File: config.mk
export PLATFORM = sky130hd
export DESIGN_NAME = disp_scan_8dig
export DESIGN_NICKNAME = d
export VERILOG_FILES = /design/src/rtl/disp_scan_8dig_pkg.sv /design/src/rtl/disp_scan_8dig_tick.sv /design/src/rtl/disp_scan_8dig.sv
export SDC_FILE = /design/constraint.sdc
export NUM_CORES = 1
export LEC_CHECK = 0
export BUFFER_PORTS_ARGS = -buffer_cell sky130_fd_sc_hd__buf_4
export CAP_MARGIN = 20
export CORE_ASPECT_RATIO = 1.25
export CORE_MARGIN = 2
export CORE_UTILIZATION = 25
export CTS_CLUSTER_SIZE = 28
export DETAILED_ROUTE_END_ITERATION = 8
export GPL_TIMING_DRIVEN = 1
export PLACE_DENSITY_LB_ADDON = 0.2
export SLEW_MARGIN = 20
export SYNTH_ARGS = -nofsm -noshare
export SYNTH_HDL_FRONTEND = slang
export SYNTH_SLANG_ARGS = --single-unit
File: constraint.sdc
create_clock -name clk -period 6.5 [get_ports clk]
set_input_delay 0.65 -clock clk [delete_from_list [all_inputs] [get_ports clk]]
set_output_delay 0.65 -clock clk [all_outputs]
set_load 0.01 [all_outputs]
File: src/rtl/disp_scan_8dig_pkg.sv
// Shared types and sizes for the 8-digit display scanner.
// Holds the scan FSM state encoding and digit-count constants.
package disp_scan_8dig_pkg;

    typedef enum logic {
        S_ON    = 1'b0,
        S_GUARD = 1'b1
    } state_t;

    localparam int NDIG  = 8;
    localparam int SEL_W = 3;

endpackage

File: src/rtl/disp_scan_8dig_tick.sv
// scan_tick_gen: prescaler for the display scanner.
// Ports: clk, reset (sync, active-high), state (current scan
// phase); tick pulses on the last cycle of the DIV or GUARD
// interval, whichever the current state selects.
module scan_tick_gen
    import disp_scan_8dig_pkg::*;
#(
    parameter int DIV   = 125000,
    parameter int GUARD = 4,
    parameter int CNT_W = 17
) (
    input  logic   clk,
    input  logic   reset,
    input  state_t state,
    output logic   tick
);

    localparam logic [CNT_W-1:0] DIV_LIM   = CNT_W'(DIV - 1);
    localparam logic [CNT_W-1:0] GUARD_LIM = CNT_W'(GUARD - 1);

    logic [CNT_W-1:0] cnt;

    assign tick = (cnt == ((state == S_ON) ? DIV_LIM : GUARD_LIM));

    always_ff @(posedge clk) begin
        if (reset) begin
            cnt <= '0;
        end else if (tick) begin
            cnt <= '0;
        end else begin
            cnt <= cnt + CNT_W'(1);
        end
    end

endmodule

File: src/rtl/disp_scan_8dig.sv
// disp_scan_8dig: time-multiplexed scan controller for 8 seven-
// segment digits with guard blanking and frame-synchronous commit.
// Ports: clk, reset (sync, active-high); load/data_in/blank_in/
// dp_in stage new contents; sel/en_digit feed the board-level
// 3-to-8 decoder; hex/dp carry the selected digit; frame_done and
// load_ack are one-cycle pulses on the first cycle of a new frame.
module disp_scan_8dig
    import disp_scan_8dig_pkg::*;
#(
    parameter int DIV   = 125000,
    parameter int GUARD = 4,
    parameter int CNT_W = 17
) (
    input  logic             clk,
    input  logic             reset,
    input  logic             load,
    input  logic [31:0]      data_in,
    input  logic [NDIG-1:0]  blank_in,
    input  logic [NDIG-1:0]  dp_in,
    output logic [SEL_W-1:0] sel,
    output logic             en_digit,
    output logic [3:0]       hex,
    output logic             dp,
    output logic             frame_done,
    output logic             load_ack
);

    state_t state;
    state_t state_next;
    logic   tick;
    logic   wrap;

    logic [31:0]     data_reg;
    logic [NDIG-1:0] blank_reg;
    logic [NDIG-1:0] dp_reg;
    logic [31:0]     data_pend;
    logic [NDIG-1:0] blank_pend;
    logic [NDIG-1:0] dp_pend;
    logic            pend;

    scan_tick_gen #(
        .DIV   (DIV),
        .GUARD (GUARD),
        .CNT_W (CNT_W)
    ) u_tick (
        .clk   (clk),
        .reset (reset),
        .state (state),
        .tick  (tick)
    );

    // Last cycle of digit 7's guard: sel wraps to 0 on this edge.
    assign wrap = tick && (state == S_GUARD) && (sel == SEL_W'(NDIG - 1));

    always_ff @(posedge clk) begin
        if (reset) begin
            state <= S_ON;
        end else begin
            state <= state_next;
        end
    end

    always_comb begin
        state_next = state;
        case (state)
            S_ON:    if (tick) state_next = S_GUARD;
            S_GUARD: if (tick) state_next = S_ON;
            default: state_next = S_ON;
        endcase
    end

    always_comb begin
        en_digit = 1'b0;
        hex      = data_reg[{sel, 2'b00} +: 4];
        if (state == S_ON) begin
            en_digit = ~blank_reg[sel];
        end
        dp = dp_reg[sel] & en_digit;
    end

    always_ff @(posedge clk) begin
        if (reset) begin
            sel <= '0;
        end else if (tick && (state == S_GUARD)) begin
            sel <= sel + SEL_W'(1);
        end
    end

    // A load in the wrap cycle itself is newer than anything pending,
    // so it goes straight to the shadow registers.
    always_ff @(posedge clk) begin
        if (reset) begin
            data_reg   <= '0;
            blank_reg  <= '1;
            dp_reg     <= '0;
            data_pend  <= '0;
            blank_pend <= '0;
            dp_pend    <= '0;
            pend       <= 1'b0;
            frame_done <= 1'b0;
            load_ack   <= 1'b0;
        end else begin
            frame_done <= wrap;
            load_ack   <= wrap && (pend || load);
            if (wrap) begin
                pend <= 1'b0;
                if (load) begin
                    data_reg  <= data_in;
                    blank_reg <= blank_in;
                    dp_reg    <= dp_in;
                end else if (pend) begin
                    data_reg  <= data_pend;
                    blank_reg <= blank_pend;
                    dp_reg    <= dp_pend;
                end
            end else if (load) begin
                data_pend  <= data_in;
                blank_pend <= blank_in;
                dp_pend    <= dp_in;
                pend       <= 1'b1;
            end
        end
    end

endmodule

Word level (Yosys, flattened, before mapping)
Index checks and enable logic that the tools add are counted.
Storage, ports and cells
  output and inout port bits: 11
  memory bits (read-only): 0
  bits in latches: 0
  memories: 0
  RAM bits: 0
  logic and storage cells: 46
  input bits: 51
  flip-flop bits (word level): 120
Operators by class
  equality and inequality tests: 2
  magnitude comparators: 1
  reductions and logical operators: 9
  multiplexer cells: 15
  $add $sub $neg: 2
  shifts and indexed selects: 1
  bitwise operators: 4
  multipliers: 0
  div/mod/pow operators: 0
Operators with widths (number)
  two-way mux 32 bit: 2
  two-way mux 8 bit: 4
  indexed part select 32 x 6 -> 4 bit: 1
  adder 17 x 1 -> 17 bit (second input constant): 1
  equality test 17 bit: 1
  two-way mux 17 bit: 1
  binary-select mux 1 bit (select 3 bit): 2
  two-way mux 1 bit: 5
  < comparator 3 x 4 -> 1 bit (second input constant): 1
  AND reduction 2 bit: 2
  OR reduction 2 bit: 2
  adder 3 x 1 -> 3 bit (second input constant): 1
  equality test 3 bit (second input constant): 1
  logical AND 1 bit: 3
  NOT 1 bit: 3
  one-hot mux 1 bit (2 select lines): 1
  nonzero test 2 bit: 1
  AND 1 bit: 1
  logical OR 1 bit: 1

Depth between registers and ports, before layout
Gate-level depths: netlist (run 1).
  depth in word-level cells: 6
  depth in mapped cells: 8

Hierarchy
A second synthesis (run 1) with hierarchy kept.
Second synthesis, totals
  cells, all modules: 583
  area, all modules: 5537.8 um2
By module, submodules not included
  disp_scan_8dig: area an instance 4684.5 um2, seq. area each 2062.0 um2, instances 1, cells an instance 487
  scan_tick_gen: area an instance 853.3 um2, seq. area each 340.3 um2, instances 1, cells an instance 96

Worst setup path after synthesis (run 1)
Ideal clock, no wire load.
  path type: flip-flop to output port
  from: reg sel[0]
  to: out hex[0]
  arrival time: 2.021 ns
  cell stages (with the launch flop): 5
  slack: 3.829 ns
  required time: 5.850 ns
  buffers on the path: 2
  path through: dfxtp_1 > clkbuf_1 > clkbuf_1 > mux4_2 > mux2_2
Between the ends
  cells in the longest elaborated chain, start to end: 1
RTL lines
  from (decl): line disp_scan_8dig.sv:20  | output logic [SEL_W-1:0] sel,
  from (signal assigned): line disp_scan_8dig.sv:85  | sel <= sel + SEL_W'(1);
  indexed part select 32 x 6 -> 4 bit: line disp_scan_8dig.sv:74  | hex = data_reg[{sel, 2'b00} +: 4];
  to (decl): line disp_scan_8dig.sv:22  | output logic [3:0] hex,
Every way passes these cells.

Worst setup path after layout (run 1)
  from: reg sel[0]
  to: out dp
Between the ends
  cells in the longest elaborated chain, start to end: 5
  elaborated cells between the ends (all ways): 7
  those cells by class: mux (5); bitwise (2)
RTL lines
  binary-select mux 1 bit (select 3 bit): line disp_scan_8dig.sv:76  | en_digit = ~blank_reg[sel];
  two-way mux 1 bit (not written as such): line disp_scan_8dig.sv:76
  NOT 1 bit: line disp_scan_8dig.sv:76
  two-way mux 1 bit: line disp_scan_8dig.sv:75  | if (state == S_ON) begin
  AND 1 bit (*): line disp_scan_8dig.sv:78  | dp = dp_reg[sel] & en_digit;
  to (decl): line disp_scan_8dig.sv:23  | output logic dp,
Mark *: on every way between the ends. The rest lies on a longest branch, timed or not. The select of a mux whose other input is x is not followed.

==> impl_metrics.env, run 1 <==
export IMPL_required_ps=5850
export IMPL_rsz0062_at_grt="false"
export IMPL_cts_sinks=120
export IMPL_hp_class="reg -> reg"
export IMPL_clock_root_buffer="clkbuf_16"
export IMPL_rows=67
export IMPL_io_buffers=61
export IMPL_vias=5992
export IMPL_drt_vias_per_instance=4.90
export IMPL_power_density_nw_per_um2=235
export IMPL_rr_endpoint="data_reg[23]$_SDFFE_PP0P_"
export IMPL_cts_hold_buf=0
export IMPL_cts_resized=0
export IMPL_dieArea_um2=28800
export IMPL_async_flop_share_pct=0
export IMPL_worst_slew_pin_slew_ps=1070
export IMPL_cts_htree_levels=4
export IMPL_grt_max_degree=114
export IMPL_post_cts_setup_buffers=0
export IMPL_drv_cap=0
export IMPL_r2r_setup_slack_ps=3560
export IMPL_clockBufferDepth=2
export IMPL_fin_skew_ps=21.7
export IMPL_grt_overflow=0
export IMPL_ir_drop_mv=0.146
export IMPL_max_stage_delay_ps=670
export IMPL_crit_arrival_ps=2410
export IMPL_hpwl_mm=11.7
export IMPL_die_height_um=189
export IMPL_post_synth_cell_area_avg_um2=7.92
export IMPL_diodes=0
export IMPL_die_width_um=152
export IMPL_antenna_found_initial=0
export IMPL_post_route_period_util_pct=47.1
export IMPL_antenna_left=0
export IMPL_cp_cell_sequence="mux4_2 -> nor2b_1 -> a211oi_1 -> nor2b_1 -> buf_4"
export IMPL_finalMaxSlewViolations=0
export IMPL_cpMostUsedCell="nor2b_1"
export IMPL_finish_utilization_pct=29.9
export IMPL_fmax_mhz=327
export IMPL_design_area_um2=8050
export IMPL_core_area_um2=26900
export IMPL_firstDrtPassIters=4
export IMPL_finalHoldViolCount=0
export IMPL_synth_seq_cells=120
export IMPL_tritoncts="built"
export IMPL_ys_warn_count=0
export IMPL_ys_seq_area_share_pct=35.0
export IMPL_cts_buffers=17
export IMPL_synth_edf_count=0
export IMPL_setup_tns_final_ps=0
export IMPL_area_growth_pct=17.4
export IMPL_cpMaxStageDelayCell="dfxtp_2"
export IMPL_dpl_cell_area_um2=7470
export IMPL_cp_startpoint="sel[0]$_SDFFE_PP0P_"
export IMPL_status="finished clean"
export IMPL_clk_pin_slew_ps=60
export IMPL_ios=62
export IMPL_fill_cells=2857
export IMPL_cp_start_kind="flip-flop"
export IMPL_grt_usage_pct=13.7
export IMPL_slew_headroom_pct=28.8
export IMPL_setup_viol=0
export IMPL_routed_wl_mm=19.5
export IMPL_r2r_cells=6
export IMPL_synth_cells=866
export IMPL_worstSkewPairLatency_ps=420
export IMPL_globalplace_congestion=0.706
export IMPL_critPathKind="reg -> out"
export IMPL_drt_iter0_drc=428
export IMPL_grt_pass1_vias=5755
export IMPL_period_needed_ps=3060
export IMPL_p_leak_nw=2.96
export IMPL_drc=0
export IMPL_wl_per_cell_um=15.9
export IMPL_fin_nets=920
export IMPL_synth_distinct_cells=36
export IMPL_finalHoldWorstSlack_ps=512
export IMPL_syn_num_nets=920
export IMPL_start_util_pct=25.5
export IMPL_crit_end="dp"
export IMPL_syn_area_um2=6860
export IMPL_worstSetupEndpointType="primary output"
export IMPL_drive_above_1_share_pct=14.0
export IMPL_grt_pass1_wl_mm=32.0
export IMPL_path_max_fanout=16
export IMPL_reg2reg_from="u_tick.cnt[0]$_SDFF_PP0_"
export IMPL_synthFlopType="dfxtp_1"
[power breakdown]
part | internal, W | switching, W
Sequential | 0.000759 | 0.0000147
Clock | 0.000585 | 0.000353
Combinational | 0.0000675 | 0.000111
Total | 0.00141 | 0.000479
[how the worst min path moves through the flow]
stage                                    startpoint                        end  slack [ps]  cells past startpoint
after floorplan           blank_reg[2]$_SDFFE_PP1P_  blank_reg[2]$_SDFFE_PP1P_         490                      2
after global placement    blank_reg[7]$_SDFFE_PP1P_  blank_reg[7]$_SDFFE_PP1P_         500                      2
after detailed placement  blank_reg[7]$_SDFFE_PP1P_  blank_reg[7]$_SDFFE_PP1P_         500                      2
after CTS                 blank_reg[7]$_SDFFE_PP1P_  blank_reg[7]$_SDFFE_PP1P_         510                      2
after global routing      blank_reg[7]$_SDFFE_PP1P_  blank_reg[7]$_SDFFE_PP1P_         540                      2
final                     blank_reg[7]$_SDFFE_PP1P_  blank_reg[7]$_SDFFE_PP1P_         510                      2
[through the flow]
stage | power, W | cells | worst slack [ps]
after floorplan | 0.000906 | 866 | 3830
after global placement | 0.000971 | 1192 | 3300
after detailed placement | 0.000971 | 1192 | 3270
after CTS | 0.00192 | 1224 | 2990
after global routing | 0.00197 | 1224 | 3230
final | 0.00189 | 1224 | 3440
[metal layers]
| layer | GRT usage (%) | part of all wire, % |
|---|---|---|
| met3 | 2.33 | 2.3 |
| met1 | 18.1 | 48 |
| met2 | 23.0 | 50 |
| met5 | 0 | 0 |
| met4 | 3.67 | 0.53 |
[cell type report]
type | count | area (um2) | share of cell area (%)
Clock buffer | 21 | 460 | 5.72
Clock inverter | 11 | 121 | 1.51
Inverter | 10 | 37.5 | 0.466
Multi-Input combinational cell | 648 | 4080 | 50.6
Sequential cell | 120 | 2400 | 29.9
Tap cell | 345 | 432 | 5.36
Timing Repair Buffer | 69 | 522 | 6.48
[cell families after synthesis]
family / Yosys count / synth area share (%)
fa+ha+maj: 3 / 0.547
flops: 120 / 35.0
mux: 59 / 10.9
compound gates: 150 / 12.5
simple gates: 421 / 33.5
xor+xnor: 15 / 1.92
buf+inv: 98 / 5.69
[worst max-delay path: cells and delay by family, from the launching register on]
kind / cells / cell delay (ps)
flip-flops: 1 / 670
multiplexers: 1 / 560
AO/OA/AOI/OAI: 1 / 320
AND/OR/NAND/NOR: 2 / 310
buffers and inverters: 1 / 130
[Yosys cell counts (2+ instances only)]
library cell,number,area [um2]
or2_1,2,12.5
nor2b_1,42,263
xnor2_1,12,105
buf_6,3,33.8
mux2i_1,43,430
nand2_1,98,368
dfxtp_1,120,2400
ha_1,3,37.5
a21oi_1,58,290
buf_1,3,11.3
nor3b_1,41,308
nor4b_1,2,17.5
xor2_1,3,26.3
clkbuf_1,82,308
or3_1,2,12.5
o21ai_0,50,250
mux2_2,4,45.0
o31ai_1,40,300
nor3_1,31,155
nor2_1,65,244
nand4_1,7,43.8
nor4_1,12,75.1
inv_1,10,37.5
and3_1,3,18.8
nand2b_1,5,31.3
nand3_1,58,290
nand4b_1,40,350
or4_1,8,60.1
mux4_2,12,270
[layout by cell type, fill, tap and decap left out, drive strengths merged, types with 31 or more instances in the layout]
master and count:
nor2 65, nor2b 42, o21ai 50, dfxtp 120
nand2 98, a21oi 58, nand4b 40, o31ai 40
buf 69, nand3 58, nor3b 41, mux2i 43
nor3 31
(Power assumes the default switching activity.)
==> run 2: changes to the inputs <==
clock period = 2.86 ns   (was 6.5 ns; I/O delays follow)
==> run 2 against run 1 <==
Effect of this change:
- cell count grew 1.1%
- critical path depth is the same
- setup slack lost 3100 ps
- sequential power grew 130%
- clock skew shrank 10 ps
- critical endpoint unchanged
==> impl_metrics.env, run 2 (synthesized netlist as in run 1, its figures left out) <==
export IMPL_rows=67
export IMPL_post_route_period_util_pct=88.8
export IMPL_setup_tns_final_ps=0
export IMPL_place_inst=1206
export IMPL_cts_hold_buf=0
export IMPL_grt_pass1_wl_mm=32.0
export IMPL_layout_commonest_cell="dfxtp_1"
export IMPL_cp_start_kind="flip-flop"
export IMPL_multi_input_area_um2=4080
export IMPL_fin_nets=934
export IMPL_cts_htree_levels=4
export IMPL_drv_cap=0
export IMPL_area_growth_pct=19.8
export IMPL_critPathKind="reg -> out"
export IMPL_finalHoldWorstSlack_ps=211
export IMPL_clockBufferDepth=2
export IMPL_core_area_um2=26900
export IMPL_worstSetupEndpointType="primary output"
export IMPL_diodes=0
export IMPL_dpl_cell_area_um2=7640
export IMPL_r2r_setup_slack_ps=350
export IMPL_grt_pass1_vias=5934
export IMPL_drive_above_1_share_pct=15.4
export IMPL_p_leak_nw=3.04
export IMPL_cts_resized=0
export IMPL_grt_usage_pct=13.7
export IMPL_reg2reg_from="u_tick.cnt[0]$_SDFF_PP0_"
export IMPL_rsz0062_at_grt="false"
export IMPL_crit_end="dp"
export IMPL_fin_skew_ps=11.7
export IMPL_path_max_fanout=5
export IMPL_vias=6130
export IMPL_rr_endpoint="data_reg[17]$_SDFFE_PP0P_"
export IMPL_ir_drop_mv=0.437
export IMPL_finish_utilization_pct=30.5
export IMPL_antenna_found_initial=0
export IMPL_globalplace_congestion=0.744
export IMPL_layout_common_cells="dfxtp_1, nand2_1, buf_4, nor2_1"
export IMPL_required_ps=2570
export IMPL_clock_root_buffer="clkbuf_16"
export IMPL_seqCellArea_um2=2400
export IMPL_firstDrtPassIters=5
export IMPL_status="finished clean"
export IMPL_tritoncts="built"
export IMPL_wl_per_cell_um=15.6
export IMPL_die_width_um=152
export IMPL_hp_class="in -> reg"
export IMPL_post_cts_setup_buffers=0
export IMPL_grt_overflow=0
export IMPL_worst_slew_pin_slew_ps=854
export IMPL_drt_vias_per_instance=4.96
export IMPL_io_buffers=61
export IMPL_r2r_cells=7
export IMPL_period_needed_ps=2540
export IMPL_antenna_left=0
export IMPL_ios=62
export IMPL_finalMaxSlewViolations=0
export IMPL_fmax_mhz=394
export IMPL_design_area_um2=8220
export IMPL_drc=0
export IMPL_start_util_pct=25.5
export IMPL_power_density_nw_per_um2=523
export IMPL_die_height_um=189
export IMPL_fill_cells=2807
export IMPL_grt_max_degree=145
export IMPL_slew_headroom_pct=43.0
export IMPL_dieArea_um2=28800
export IMPL_finalHoldViolCount=0
export IMPL_worstSkewPairLatency_ps=420
export IMPL_clk_pin_slew_ps=60
export IMPL_cts_sinks=120
export IMPL_crit_arrival_ps=2250
export IMPL_stdcell_count=1237
export IMPL_setup_viol=0
export IMPL_routed_wl_mm=19.3
export IMPL_hpwl_mm=12.2
export IMPL_cp_startpoint="sel[0]$_SDFFE_PP0P_"
export IMPL_cts_buffers=17
export IMPL_drt_iter0_drc=367
[run 2: cell count changes in the layout (fill, tap and decap cells not counted), sizes merged]
cell and change:
buf +14, clkbuf -2, clkinv -2, clkinvlp +5, inv -2
[run 2: per-layer routing]
metal,track usage (%),vias to the layer above,routed length [um]
li1,-,3130,-
met1,17.9,2864,9040
met2,22.5,116,9300
met3,2.82,20,682
met4,4.53,0,301
met5,0,-,0
[run 2: power breakdown]
group | internal [W] | switching (W)
sequential | 0.00173 | 0.0000338
combinational | 0.000166 | 0.000251
clock | 0.00132 | 0.000809
total | 0.00321 | 0.00109
[run 2: layout make-up]
class,instances,area share [%]
clock buffers,19,5.51
clock inverters,12,1.55
inverters,10,0.457
multi-input cells,648,49.6
flip-flops and latches,120,29.2
well taps,345,5.25
repair buffers,83,8.39
[run 2: worst min-delay path by stage]
stage / from / end / slack [ps] / depth (start not counted)
6_report: data_in[16] / data_reg[16]$_SDFFE_PP0P_ / 210 / 3
5_1_grt: data_in[6] / data_reg[6]$_SDFFE_PP0P_ / 230 / 3
4_1_cts: data_in[16] / data_reg[16]$_SDFFE_PP0P_ / 190 / 3
3_5_place_dp: blank_reg[5]$_SDFFE_PP1P_ / blank_reg[5]$_SDFFE_PP1P_ / 500 / 2
3_3_place_gp: blank_reg[2]$_SDFFE_PP1P_ / blank_reg[2]$_SDFFE_PP1P_ / 500 / 2
2_1_floorplan: blank_reg[2]$_SDFFE_PP1P_ / blank_reg[2]$_SDFFE_PP1P_ / 490 / 2
[run 2: stage by stage]
step           worst slack (ps)  total power (W)
3_3_place_gp                456          0.00222
3_5_place_dp                364          0.00222
5_1_grt                    33.6          0.00449
6_report                    321          0.00430
2_1_floorplan               553          0.00206
4_1_cts                     247          0.00438
[run 2: worst max-delay path, stage by stage, from the launching register on]
cell      delay (ps)
dfxtp_1          490
mux4_2           540
nor2b_1          140
a211oi_1         310
nor2b_1          220
buf_4            140
==> run 3: changes to the inputs <==
RECOVER_POWER = 50   (was default)
==> run 3 against run 2 <==
Effect of this change:
- die area did not move
- cell count is the same
- wire length is 0.26% higher
- design area decreased by 0.41%
- first-iteration DRC count is 14% higher
==> impl_metrics.env, run 3 (synthesized netlist as in run 1, its figures left out) <==
export IMPL_io_buffers=61
export IMPL_final_setup_worst_slack_ps=333
export IMPL_routed_wl_mm=19.4
export IMPL_period_needed_ps=2530
export IMPL_die_height_um=189
export IMPL_hpwl_mm=12.2
export IMPL_worstSkewPairLatency_ps=420
export IMPL_ir_drop_mv=0.436
export IMPL_cts_sinks=120
export IMPL_dieArea_um2=28800
export IMPL_drive_above_1_share_pct=14.5
export IMPL_grt_overflow=0
export IMPL_ios=62
export IMPL_core_area_um2=26900
export IMPL_place_ws_ps=364
export IMPL_clockBufferDepth=2
export IMPL_fmax_mhz=396
export IMPL_vias=6139
export IMPL_multi_input_area_um2=4080
export IMPL_crit_end="dp"
export IMPL_antenna_left=0
export IMPL_path_max_fanout=5
export IMPL_fin_nets=934
export IMPL_grt_pass1_wl_mm=32.0
export IMPL_fill_cells=2815
export IMPL_cts_htree_levels=4
export IMPL_finish_utilization_pct=30.4
export IMPL_seqCellArea_um2=2400
export IMPL_rr_endpoint="data_reg[17]$_SDFFE_PP0P_"
export IMPL_start_util_pct=25.5
export IMPL_finalHoldViolCount=0
export IMPL_rsz0062_at_grt="false"
export IMPL_finalMaxSlewViolations=0
export IMPL_globalplace_congestion=0.744
export IMPL_worst_slew_pin_slew_ps=858
export IMPL_cts_buffers=17
export IMPL_rows=67
export IMPL_place_inst=1206
export IMPL_diodes=0
export IMPL_firstDrtPassIters=5
export IMPL_cts_resized=0
export IMPL_area_growth_pct=19.3
export IMPL_clock_root_buffer="clkbuf_16"
export IMPL_drt_vias_per_instance=4.96
export IMPL_status="finished clean"
export IMPL_dpl_cell_area_um2=7640
export IMPL_setup_tns_final_ps=0
export IMPL_drt_iter0_drc=418
export IMPL_layout_common_cells="dfxtp_1, nand2_1, buf_4, nor2_1"
export IMPL_layout_commonest_cell="dfxtp_1"
export IMPL_post_route_period_util_pct=88.4
export IMPL_grt_max_degree=145
export IMPL_critPathKind="reg -> out"
export IMPL_cp_startpoint="sel[0]$_SDFFE_PP0P_"
export IMPL_cp_start_kind="flip-flop"
export IMPL_reg2reg_from="u_tick.cnt[0]$_SDFF_PP0_"
export IMPL_drv_cap=0
export IMPL_slew_headroom_pct=42.8
export IMPL_clk_pin_slew_ps=60
export IMPL_crit_arrival_ps=2240
export IMPL_wl_per_cell_um=15.7
export IMPL_worstSetupEndpointType="primary output"
export IMPL_stdcell_count=1237
export IMPL_hp_class="in -> reg"
export IMPL_drc=0
export IMPL_tritoncts="built"
export IMPL_r2r_cells=7
export IMPL_setup_viol=0
export IMPL_design_area_um2=8180
export IMPL_cts_hold_buf=0
export IMPL_required_ps=2570
export IMPL_fin_skew_ps=13.2
export IMPL_hp_start="data_in[16]"
export IMPL_p_leak_nw=3.01
export IMPL_power_density_nw_per_um2=526
export IMPL_grt_pass1_vias=5934
export IMPL_grt_usage_pct=13.7
export IMPL_die_width_um=152
export IMPL_r2r_setup_slack_ps=360
export IMPL_antenna_found_initial=0
export IMPL_post_cts_setup_buffers=0
run 3: changes by cell type in the layout (fill, tap and decap cells not counted), sizes merged:
cell / before / now
clkbuf: 19 / 26
buf: 83 / 76
run 3: critical path, stage by stage (launching register included):
cell and delay (ps):
dfxtp_1 490, mux4_2 540, nor2b_1 140, a211oi_1 320, nor2b_1 200, buf_4 140
run 3: worst min path at each step:
stage | end | cells after the start | slack, ps
after global placement | blank_reg[2]$_SDFFE_PP1P_ | 2 | 500
after floorplan | blank_reg[2]$_SDFFE_PP1P_ | 2 | 490
after CTS | data_reg[16]$_SDFFE_PP0P_ | 3 | 190
after detailed placement | blank_reg[5]$_SDFFE_PP1P_ | 2 | 500
after global routing | data_reg[6]$_SDFFE_PP0P_ | 3 | 230
final | data_reg[16]$_SDFFE_PP0P_ | 3 | 210
run 3: per-stage QoR:
step	power, W	hold WS [ps]
floorplan	0.00206	486
global placement	0.00222	497
detailed placement	0.00222	501
CTS	0.00438	194
global route	0.00449	226
finish	0.00430	213
run 3: cell type report:
class                      count  share of cell area (%)
multi-input combinational    648                    49.8
sequential                   120                    29.4
timing repair buffer          83                    8.01
clock buffer                  19                    5.54
tap                          345                    5.28
clock inverter                12                    1.56
inverter                      10                   0.459
run 3: routing by layer:
layer / GRT usage [%] / vias up / wire, um
li1: - / 3130 / -
met1: 17.9 / 2883 / 9110
met2: 22.5 / 108 / 9370
met3: 2.82 / 18 / 631
met4: 4.53 / 0 / 273
met5: 0 / - / 0
run 3: power by group:
| group | internal, W | leakage [nW] | total (W) | switching (W) |
|---|---|---|---|---|
| Sequential | 0.00173 | 0.978 | 0.00176 | 0.0000339 |
| Clock | 0.00132 | 0.265 | 0.00212 | 0.000808 |
| Combinational | 0.000166 | 1.77 | 0.000416 | 0.000251 |
| Total | 0.00321 | 3.01 | 0.00430 | 0.00109 |
